`config.mk`:
```
export PLATFORM = sky130hd
export DESIGN_NAME = truth_table_sweep_ctrl_flat
export DESIGN_NICKNAME = d
export VERILOG_FILES = /design/src/rtl/truth_table_sweep_ctrl_pkg.sv /design/src/rtl/truth_table_sweep_ctrl_if.sv /design/src/rtl/truth_table_sweep_ctrl_popcount.sv /design/src/rtl/truth_table_sweep_ctrl.sv /design/src/flat_wrapper.sv
export SDC_FILE = /design/constraint.sdc
export NUM_CORES = 1
export LEC_CHECK = 0
export BUFFER_PORTS_ARGS = -buffer_cell sky130_fd_sc_hd__clkbuf_2
export CORE_AREA = 4 4 126 128
export CTS_CLUSTER_SIZE = 12
export DETAILED_ROUTE_END_ITERATION = 12
export DIE_AREA = 0 0 130 132
export PLACE_DENSITY = 0.42
export SETUP_SLACK_MARGIN = 0.05
export SLEW_MARGIN = 20
export SYNTH_ARGS = -nofsm -noshare
export SYNTH_HDL_FRONTEND = slang
export SYNTH_SLANG_ARGS = --single-unit
```
`constraint.sdc`:
```
create_clock -name clk -period 12.1 [get_ports clk]
set_input_delay 1.815 -clock clk [delete_from_list [all_inputs] [get_ports clk]]
set_output_delay 1.815 -clock clk [all_outputs]
set_load 0.005 [all_outputs]
```
`src/rtl/truth_table_sweep_ctrl_pkg.sv`:
```
// Shared types, default sizing and a popcount helper for the truth-table sweep sequencer.
// Latency: n/a (declarations only). Backpressure: n/a.
package truth_table_sweep_ctrl_pkg;

   typedef enum logic [1:0] {IDLE, SETTLE, SAMPLE, DONE} state_t;

   localparam int              DEF_N_IN    = 4;
   localparam logic [15:0]     DEF_EXP_TT  = 16'h4BF8;
   localparam int              DEF_SETTLE  = 4;
   localparam int              DEF_SAMPLES = 2;
   localparam int              N_VEC       = 2**DEF_N_IN;
   localparam int              CNT_W       = $clog2(((DEF_SETTLE > DEF_SAMPLES) ? DEF_SETTLE : DEF_SAMPLES) + 1);

   // Generic up to 64 bits; callers zero-extend narrower vectors.
   function automatic int unsigned popcount(input logic [63:0] v);
      int unsigned n;
      n = 0;
      for (int i = 0; i < 64; i++) n += int'(v[i]);
      return n;
   endfunction

endpackage

```
`src/rtl/truth_table_sweep_ctrl_if.sv`:
```
// Host control/result bus plus the vector/response pair toward the circuit under test.
// Latency: n/a. Backpressure: none; start/abort are single-cycle level samples.
interface truth_table_sweep_ctrl_if #(parameter int N_IN = 4);
   localparam int NV = 2**N_IN;
   localparam int CW = $clog2(NV + 1);

   logic            start;
   logic            abort;
   logic [N_IN-1:0] dut_in;
   logic            dut_out;
   logic            busy;
   logic            done;
   logic            pass;
   logic [NV-1:0]   result_tt;
   logic [NV-1:0]   mismatch_mask;
   logic [NV-1:0]   unstable_mask;
   logic [CW-1:0]   mismatch_count;

   modport master (
      input  start, abort, dut_out,
      output dut_in, busy, done, pass, result_tt, mismatch_mask, unstable_mask, mismatch_count
   );

   modport slave (
      output start, abort, dut_out,
      input  dut_in, busy, done, pass, result_tt, mismatch_mask, unstable_mask, mismatch_count
   );
endinterface

```
`src/rtl/truth_table_sweep_ctrl_popcount.sv`:
```
// Combinational popcount over a W-bit vector (W <= 64).
// Latency: 0 cycles. Backpressure: none.
module tt_popcount
   import truth_table_sweep_ctrl_pkg::*;
#(
   parameter int W  = 16,
   parameter int CW = $clog2(W + 1)
) (
   input  logic [W-1:0]  i_vec,
   output logic [CW-1:0] o_cnt
);
   assign o_cnt = CW'(popcount(64'(i_vec)));
endmodule

```
`src/rtl/truth_table_sweep_ctrl.sv`:
```
// Sweeps all input vectors of a combinational circuit, samples its output and grades the truth table.
// Latency: done 2**N_IN*(SETTLE_CYCLES+SAMPLES) cycles after start. Backpressure: start ignored while busy; abort always wins.
module truth_table_sweep_ctrl
   import truth_table_sweep_ctrl_pkg::*;
#(
   parameter int               N_IN          = DEF_N_IN,
   parameter logic [2**N_IN-1:0] EXP_TT      = DEF_EXP_TT,
   parameter int               SETTLE_CYCLES = DEF_SETTLE,
   parameter int               SAMPLES       = DEF_SAMPLES
) (
   input  logic clk,
   input  logic rst_n,
   truth_table_sweep_ctrl_if.master bus
);
   localparam int NV      = 2**N_IN;
   localparam int PCW     = $clog2(NV + 1);
   localparam int CNT_MAX = (SETTLE_CYCLES > SAMPLES) ? SETTLE_CYCLES : SAMPLES;
   localparam int CTW     = $clog2(CNT_MAX + 1);
   localparam logic [N_IN-1:0] IDX_LAST   = N_IN'(NV - 1);
   localparam logic [CTW-1:0]  SETTLE_LD  = CTW'(SETTLE_CYCLES - 1);
   localparam logic [CTW-1:0]  SAMPLE_LD  = CTW'(SAMPLES - 1);

   state_t          r_state, w_state_nxt;
   logic [CTW-1:0]  r_cnt, w_cnt_nxt;
   logic [N_IN-1:0] r_idx, w_idx_nxt;
   logic            r_ref;
   logic [NV-1:0]   r_result, r_unstable, r_mismatch;
   logic [PCW-1:0]  r_count;
   logic            r_pass, r_done;

   logic            w_clear, w_sample, w_first, w_finish;
   logic [NV-1:0]   w_result_nxt, w_unstable_nxt, w_mismatch_nxt;
   logic [PCW-1:0]  w_pop;

   always_comb begin
      w_state_nxt = r_state;
      w_cnt_nxt   = r_cnt;
      w_idx_nxt   = r_idx;
      w_clear     = 1'b0;
      w_sample    = 1'b0;
      w_first     = 1'b0;
      w_finish    = 1'b0;
      case (r_state)
         IDLE, DONE: begin
            if (bus.start) begin
               w_state_nxt = SETTLE;
               w_cnt_nxt   = SETTLE_LD;
               w_idx_nxt   = '0;
               w_clear     = 1'b1;
            end
         end
         SETTLE: begin
            if (r_cnt == '0) begin
               w_state_nxt = SAMPLE;
               w_cnt_nxt   = SAMPLE_LD;
            end else begin
               w_cnt_nxt   = r_cnt - 1'b1;
            end
         end
         SAMPLE: begin
            w_sample = 1'b1;
            w_first  = (r_cnt == SAMPLE_LD);
            if (r_cnt == '0) begin
               if (r_idx == IDX_LAST) begin
                  w_state_nxt = DONE;
                  w_finish    = 1'b1;
               end else begin
                  w_state_nxt = SETTLE;
                  w_cnt_nxt   = SETTLE_LD;
                  w_idx_nxt   = r_idx + 1'b1;
               end
            end else begin
               w_cnt_nxt = r_cnt - 1'b1;
            end
         end
         default: w_state_nxt = IDLE;
      endcase
      // Abort overrides everything, including a start in the same cycle.
      if (bus.abort) begin
         w_state_nxt = IDLE;
         w_idx_nxt   = '0;
         w_clear     = 1'b0;
         w_sample    = 1'b0;
         w_first     = 1'b0;
         w_finish    = 1'b0;
      end
   end

   // Next-value views so the grade on DONE entry includes a same-cycle final sample.
   always_comb begin
      w_result_nxt   = r_result;
      w_unstable_nxt = r_unstable;
      if (w_sample && w_first)
         w_result_nxt[r_idx] = bus.dut_out;
      if (w_sample && !w_first && (bus.dut_out != r_ref))
         w_unstable_nxt[r_idx] = 1'b1;
   end

   assign w_mismatch_nxt = w_result_nxt ^ EXP_TT;

   tt_popcount #(.W(NV), .CW(PCW)) u_pop (
      .i_vec (w_mismatch_nxt),
      .o_cnt (w_pop)
   );

   always_ff @(posedge clk or negedge rst_n) begin
      if (!rst_n) begin
         r_state    <= IDLE;
         r_cnt      <= '0;
         r_idx      <= '0;
         r_ref      <= 1'b0;
         r_result   <= '0;
         r_unstable <= '0;
         r_mismatch <= '0;
         r_count    <= '0;
         r_pass     <= 1'b0;
         r_done     <= 1'b0;
      end else begin
         r_state <= w_state_nxt;
         r_cnt   <= w_cnt_nxt;
         r_idx   <= w_idx_nxt;
         r_done  <= w_finish;
         if (w_sample && w_first)
            r_ref <= bus.dut_out;
         if (w_clear) begin
            r_result   <= '0;
            r_unstable <= '0;
         end else begin
            r_result   <= w_result_nxt;
            r_unstable <= w_unstable_nxt;
         end
         if (w_clear || bus.abort) begin
            r_mismatch <= '0;
            r_count    <= '0;
            r_pass     <= 1'b0;
         end else if (w_finish) begin
            r_mismatch <= w_mismatch_nxt;
            r_count    <= w_pop;
            r_pass     <= (w_result_nxt == EXP_TT) && (w_unstable_nxt == '0);
         end
      end
   end

   assign bus.dut_in         = r_idx;
   assign bus.busy           = (r_state == SETTLE) || (r_state == SAMPLE);
   assign bus.done           = r_done;
   assign bus.pass           = r_pass;
   assign bus.result_tt      = r_result;
   assign bus.mismatch_mask  = r_mismatch;
   assign bus.unstable_mask  = r_unstable;
   assign bus.mismatch_count = r_count;

endmodule
```
`src/flat_wrapper.sv`:
```
// flat-port wrapper written by rule: the top's interface ports become plain ports
module truth_table_sweep_ctrl_flat import truth_table_sweep_ctrl_pkg::*;
#(
   parameter int               N_IN          = DEF_N_IN,
   parameter logic [2**N_IN-1:0] EXP_TT      = DEF_EXP_TT,
   parameter int               SETTLE_CYCLES = DEF_SETTLE,
   parameter int               SAMPLES       = DEF_SAMPLES
)
  (clk, rst_n, bus_start, bus_abort, bus_dut_out, bus_dut_in, bus_busy, bus_done, bus_pass, bus_result_tt, bus_mismatch_mask, bus_unstable_mask, bus_mismatch_count);
  truth_table_sweep_ctrl_if #(.N_IN(N_IN)) bus_i ();
  input  logic clk;
  input  logic rst_n;
  input wire logic [$bits(bus_i.start)-1:0] bus_start;
  input wire logic [$bits(bus_i.abort)-1:0] bus_abort;
  input wire logic [$bits(bus_i.dut_out)-1:0] bus_dut_out;
  output wire logic [$bits(bus_i.dut_in)-1:0] bus_dut_in;
  output wire logic [$bits(bus_i.busy)-1:0] bus_busy;
  output wire logic [$bits(bus_i.done)-1:0] bus_done;
  output wire logic [$bits(bus_i.pass)-1:0] bus_pass;
  output wire logic [$bits(bus_i.result_tt)-1:0] bus_result_tt;
  output wire logic [$bits(bus_i.mismatch_mask)-1:0] bus_mismatch_mask;
  output wire logic [$bits(bus_i.unstable_mask)-1:0] bus_unstable_mask;
  output wire logic [$bits(bus_i.mismatch_count)-1:0] bus_mismatch_count;
  assign bus_i.start = bus_start;
  assign bus_i.abort = bus_abort;
  assign bus_i.dut_out = bus_dut_out;
  assign bus_dut_in = bus_i.dut_in;
  assign bus_busy = bus_i.busy;
  assign bus_done = bus_i.done;
  assign bus_pass = bus_i.pass;
  assign bus_result_tt = bus_i.result_tt;
  assign bus_mismatch_mask = bus_i.mismatch_mask;
  assign bus_unstable_mask = bus_i.unstable_mask;
  assign bus_mismatch_count = bus_i.mismatch_count;
  truth_table_sweep_ctrl #(.N_IN(N_IN), .EXP_TT(EXP_TT), .SETTLE_CYCLES(SETTLE_CYCLES), .SAMPLES(SAMPLES)) u_core (.clk(clk), .rst_n(rst_n), .bus(bus_i));
endmodule
```
==> results of run 1 <==
## state kept, by name, summed over array words and instances, names as in the netlist
register	count
u_core.r_cnt	3
u_core.r_ref	1
u_core.bus.dut_in	4
u_core.bus.done	1
u_core.bus.mismatch_mask	16
u_core.bus.result_tt	16
u_core.bus.pass	1
u_core.r_state	2
u_core.bus.mismatch_count	5
u_core.bus.unstable_mask	16
## critical path: stages
cell	delay [ns]
clkbuf_2	0.21
nor4b_4	0.51
nand2_1	0.18
mux2i_4	0.25
inv_1	0.10
fa_1	0.51
fa_1	0.52
inv_1	0.06
fa_1	0.46
fa_1	0.55
inv_1	0.05
ha_1	0.21
fa_1	0.40
a21o_1	0.19
nand3_1	0.07
a21oi_1	0.08
## layout make-up
cell class	instances	area (um2)	area share
multi-input combinational	272	1815	0.4125
sequential	65	1627	0.3695
timing repair buffer	67	342.8	0.07789
clock buffer	14	264.0	0.05998
tap	188	235.2	0.05344
inverter	28	105.1	0.02388
clock inverter	2	12.51	0.002843
## placed cells by master, fill, tap and decap left out, types with 7 or more instances in the layout
cell type   n
a211oi_1    8
a21oi_1    40
clkbuf_16   9
clkbuf_2   63
dfrtp_1    65
fa_1       10
ha_1       13
inv_1      28
mux2i_1    14
nand2_1    51
nor2_1     57
nor3_1      7
o21ai_0     9
## per-layer routing
metal  vias to the layer above  track usage
met5                         -            0
met1                      1435       0.1781
met3                        15      0.03120
li1                       1418            -
met2                        72       0.1966
met4                         0      0.03811
## report_power, final
group          internal, uW  switching [uW]
clock network           150            94.6
registers               221            4.72
logic                  12.3            30.2
## cell families after synthesis
kind of cell | after synthesis | synth area share
AO/OA/AOI/OAI | 76 | 0.1275
AND/OR/NAND/NOR | 151 | 0.2036
adder cells (fa/ha/maj) | 23 | 0.09938
flip-flops | 65 | 0.4455
buffers and inverters | 48 | 0.05826
XOR/XNOR | 5 | 0.01200
multiplexers | 17 | 0.05380
## stage by stage
| step | power, uW | instance area, um2 | hold WS, ns | instances |
|---|---|---|---|---|
| after floorplan | 255.6 | 3651 | 0.4949 | 385 |
| after global placement | 271.0 | 4124 | 0.5089 | 620 |
| after detailed placement | 272.2 | 4124 | 0.5126 | 620 |
| after CTS | 520.9 | 4400 | 0.5256 | 636 |
| after global routing | 534.9 | 4402 | 0.5443 | 636 |
| final | 512.0 | 4402 | 0.5223 | 636 |
## final timing paths
| check | from | to |
|---|---|---|
| worst min-delay path | u_core.bus.unstable_mask[0] | u_core.bus.unstable_mask[0] |
| worst max register to register | u_core.r_state[0] | u_core.bus.mismatch_count[4] |
| worst max-delay path | bus_abort | u_core.bus.mismatch_count[4] |
| min in group asynchronous | rst_n | u_core.bus.unstable_mask[8] |
| max in group asynchronous | rst_n | u_core.r_cnt[0] |
| worst min register to register | u_core.bus.unstable_mask[0] | u_core.bus.unstable_mask[0] |
==> impl_metrics.env, run 1 <==
export IMPL_status="complete, no violations"
export IMPL_synth_area_um2=3651
export IMPL_min_period_over_period=0.4941
export IMPL_routedLengthMet1_um=4970
export IMPL_die_y_um=132
export IMPL_drt_total_wl_um=10540
export IMPL_synth_seq_area_share=0.4455
export IMPL_synthTopCellsByCount="65 x dfrtp_1, 58 x nor2_1, 51 x nand2_1"
export IMPL_grt_max_degree=66
export IMPL_critical_path_arrival_ns=6.17
export IMPL_routedWlPerCell_um=16.57
export IMPL_dieArea_um2=17160
export IMPL_rsz0062_at_grt="no"
export IMPL_required_ns=12.29
export IMPL_overflow=0
export IMPL_fillers=1621
export IMPL_viasPerCell=4.623
export IMPL_dr_wl_met3_um=495
export IMPL_crit_fanout=13
export IMPL_ys_seq_elements=65
export IMPL_core_rowCount=45
export IMPL_first_pass_iters=4
export IMPL_startpoint_type="input port"
export IMPL_final_hold_violation_count=0
export IMPL_yosys_area_top_type_share=0.4455
export IMPL_yosysTopAreaCell="dfrtp_1"
export IMPL_syn_to_final_growth_pct=20.56
export IMPL_synth_nets=413
export IMPL_hold_path_cell_count=2
export IMPL_clkLatencyLatePin_ns=0.33
export IMPL_drt_iter0_markers=143
export IMPL_path_class="input port to flop"
export IMPL_grt_pass1_wl_um=17110
export IMPL_fin_worst_skew_ns=0.006549
export IMPL_final_min_clock_period_ns=5.979
export IMPL_yosysWarningCount=0
export IMPL_grt_antenna_before_repair=0
export IMPL_worst_slew_pin_slew_ns=0.8677
export IMPL_gp_congestion=0.7979
export IMPL_layout_setup_ws_ns=6.121
export IMPL_syn_avg_cell_area_um2=9.483
export IMPL_drcViolationCount=0
export IMPL_hpwl_um=7717
export IMPL_postRouteAntennaNets=0
export IMPL_cts_buffer_depth=2
export IMPL_max_slew_margin=0.4216
export IMPL_hold_buffers=0
export IMPL_post_route_util=0.2961
export IMPL_synth_edf_count=0
export IMPL_endpoint_kind="flop"
export IMPL_ir_worst_vdd_uv=59.39
export IMPL_power_density_nw_per_um2=116.3
export IMPL_drv_slew=0
export IMPL_cts_root_buf="clkbuf_16"
export IMPL_numCtsBuffers=9
export IMPL_synthTopCellsByArea="dfrtp_1 45%, nor2_1 6.0%, a21oi_1 5.5%, fa_1 5.5%, nand2_1 5.2%"
export IMPL_cts_tree="built"
export IMPL_vias=2940
export IMPL_setup_viol=0
export IMPL_drive_gt1_frac=0.2188
export IMPL_cts_setup_buffers=0
export IMPL_synth_async_sr_flop_share=1.000
export IMPL_htreeDepth=3
export IMPL_cts_sinks=65
export IMPL_antenna_cells=0
export IMPL_pre_cts_ws_ns=5.766
export IMPL_coreArea_um2=14860
export IMPL_grt_pass1_vias=3042
export IMPL_die_x_um=130
export IMPL_r2r_setup_slack_ns=6.93
export IMPL_path_clk_slew_ns=0.06
export IMPL_synth_cell_types=51
export IMPL_portBuffers=64
export IMPL_top_layer_used="met4"
export IMPL_min_path_type="flop to flop"
export IMPL_initial_core_util=0.2456
export IMPL_io_pins=65
export IMPL_track_usage=0.1280
export IMPL_final_nets=471
export IMPL_reg2reg_depth=17
export IMPL_ctsResizeCount=0
export IMPL_dr_wl_met2_um=4878
export IMPL_leakagePower_uw=0.002218
export IMPL_yosys_most_used_dff="dfrtp_1"
export IMPL_max_freq_mhz=167.3
export IMPL_maxCapViolations=0
export IMPL_synth_most_common_cell="dfrtp_1"
export IMPL_final_setup_tns_ns=0
export IMPL_syn_instance_count=385
(Power assumes the default switching activity.)
==> run 2: changes to the inputs <==
==> constraint.sdc (replaced) <==
create_clock -name clk -period 6.25 [get_ports clk]
set_input_delay 0.9375 -clock clk [delete_from_list [all_inputs] [get_ports clk]]
set_output_delay 0.9375 -clock clk [all_outputs]
set_load 0.005 [all_outputs]
==> run 2 against run 1 <==
Register-to-register slack got worse by 5.9 ns. Clock power increased by 91%. Worst hold slack improved by 0.0015 ns. Highest routed layer unchanged. Sequential share of layout area about the same. Largest cell class unchanged. Setup slack got worse by 5.1 ns. Sequential power increased by 94%. Routed wire length decreased by 0.16%. Utilization about the same. Critical path type is now flop to flop. Count of clock-buffer cells in the layout decreased by 3. Critical endpoint unchanged. First-iteration DRC count increased by 13%. Critical path depth unchanged. Clock skew about the same.
==> impl_metrics.env, run 2 (synthesized netlist as in run 1, its figures left out) <==
export IMPL_grt_antenna_before_repair=0
export IMPL_fillers=1599
export IMPL_min_period_over_period=0.8293
export IMPL_postRouteAntennaNets=0
export IMPL_syn_to_final_growth_pct=20.70
export IMPL_critical_path_cell_chain="inv_1 -> ha_1 -> nor4bb_1 -> nand2_1 -> mux2i_1 -> fa_1 -> inv_1 -> fa_1 -> fa_1 -> fa_1 -> inv_1 -> ha_1 -> fa_1 -> a21o_1 -> nand3_1 -> a21oi_1"
export IMPL_routedLengthMet1_um=5036
export IMPL_hold_buffers=0
export IMPL_io_pins=65
export IMPL_dieArea_um2=17160
export IMPL_setup_viol=0
export IMPL_top_layer_used="met4"
export IMPL_critical_path_arrival_ns=5.37
export IMPL_grt_pass1_vias=3122
export IMPL_design_area_um2=4407
export IMPL_initial_core_util=0.2456
export IMPL_ctsResizeCount=0
export IMPL_grt_max_degree=66
export IMPL_cts_setup_buffers=0
export IMPL_clkLatencyLatePin_ns=0.33
export IMPL_cts_sinks=65
export IMPL_overflow=0
export IMPL_routedWlPerCell_um=16.51
export IMPL_cts_tree="built"
export IMPL_mostFrequentLayoutCell="dfrtp_1"
export IMPL_gp_congestion=0.8027
export IMPL_critPathSlowestCell="nor4bb_1"
export IMPL_fin_worst_skew_ns=0.006999
export IMPL_dr_wl_met3_um=415
export IMPL_min_path_type="flop to flop"
export IMPL_maxCapViolations=0
export IMPL_die_x_um=130
export IMPL_viasPerCell=4.662
export IMPL_final_nets=472
export IMPL_dr_wl_met2_um=4958
export IMPL_portBuffers=64
export IMPL_cts_buffer_depth=2
export IMPL_final_setup_tns_ns=0
export IMPL_worst_slew_pin_slew_ns=0.8736
export IMPL_cp_common_cell="fa_1"
export IMPL_cts_root_buf="clkbuf_16"
export IMPL_htreeDepth=3
export IMPL_r2r_start="u_core.r_state[0]"
export IMPL_crit_fanout=14
export IMPL_final_hold_violation_count=0
export IMPL_grt_pass1_wl_um=17240
export IMPL_reg2reg_depth=16
export IMPL_drive_gt1_frac=0.2249
export IMPL_ir_worst_vdd_uv=122.0
export IMPL_core_rowCount=45
export IMPL_drt_iter0_markers=162
export IMPL_drcViolationCount=0
export IMPL_power_density_nw_per_um2=222.8
export IMPL_min_from="u_core.bus.mismatch_mask[6]"
export IMPL_max_slew_margin=0.4176
export IMPL_vias=2970
export IMPL_mostFrequentLayoutCells="65 x dfrtp_1, 63 x clkbuf_2, 57 x nor2_1"
export IMPL_numCtsBuffers=9
export IMPL_hold_path_cell_count=2
export IMPL_cpPeakStageDelay_ns=0.56
export IMPL_r2r_setup_slack_ns=1.07
export IMPL_track_usage=0.1281
export IMPL_leakagePower_uw=0.002225
export IMPL_final_min_clock_period_ns=5.183
export IMPL_first_pass_iters=4
export IMPL_path_class="flop to flop"
export IMPL_required_ns=6.44
export IMPL_drt_total_wl_um=10520
export IMPL_coreArea_um2=14860
export IMPL_hpwl_um=7804
export IMPL_status="complete, no violations"
export IMPL_placed_cell_area_um2=4131
export IMPL_startpoint_type="flop"
export IMPL_max_freq_mhz=192.9
export IMPL_drv_slew=0
export IMPL_path_clk_slew_ns=0.05
export IMPL_endpoint_kind="flop"
export IMPL_die_y_um=132
export IMPL_rsz0062_at_grt="no"
export IMPL_antenna_cells=0
export IMPL_startpoint="u_core.r_state[0]"
-- run 2: changes by cell type in the layout (fill, tap and decap cells not counted) --
| cell | previous run | this run |
|---|---|---|
| buf_4 | 3 | 4 |
| clkbuf_1 | 3 | 1 |
| clkbuf_8 | 2 | 1 |
| clkinv_2 | 1 | 3 |
| clkinv_4 | 0 | 1 |
-- run 2: path summary, 6_finish.rpt --
path	to
setup / recovery	u_core.bus.mismatch_count[4]
hold / removal	u_core.bus.mismatch_mask[6]
setup reg to reg	u_core.bus.mismatch_count[4]
hold reg to reg	u_core.bus.mismatch_mask[6]
max in group asynchronous	u_core.bus.mismatch_mask[6]
min in group asynchronous	u_core.bus.unstable_mask[10]
-- run 2: power breakdown --
group / switching, uW / total, uW / internal (uW)
Clock: 187 / 465 / 278
Combinational: 57.0 / 80.8 / 23.8
Sequential: 8.89 / 436 / 427
-- run 2: per-stage QoR --
step	util	setup slack, ns	cells	hold WS (ns)	power, uW
after floorplan	-	1.274	385	0.4949	494.8
after global placement	0.2779	0.8512	621	0.5052	524.4
after detailed placement	0.2779	0.8097	621	0.5137	525.3
after CTS	0.2964	1.041	637	0.5294	995.4
after global routing	0.2965	0.7779	637	0.5486	1028
final	0.2965	1.067	637	0.5238	981.6
-- run 2: cell type report --
class	count	area [um2]	share of cell area
Timing Repair Buffer	68	350.3	0.07950
Inverter	28	105.1	0.02385
Clock inverter	5	31.28	0.007098
Tap cell	188	235.2	0.05338
Sequential cell	65	1627	0.3691
Clock buffer	11	242.7	0.05508
Multi-Input combinational cell	272	1815	0.4120
-- run 2: routing by layer --
metal | GRT usage | vias to the layer above
li1 | - | 1419
met1 | 0.1782 | 1473
met2 | 0.2026 | 70
met3 | 0.02917 | 8
met4 | 0.02945 | 0
met5 | 0 | -
-- run 2: critical path, delay by kind of cell (launching register included) --
kind / cells / cell delay [ns]
adders and majority gates: 7 / 3.07
and+or+nand+nor: 3 / 0.76
DFF: 1 / 0.39
muxes: 1 / 0.34
AOI/OAI and AO/OA: 2 / 0.27
buffers and inverters: 3 / 0.19
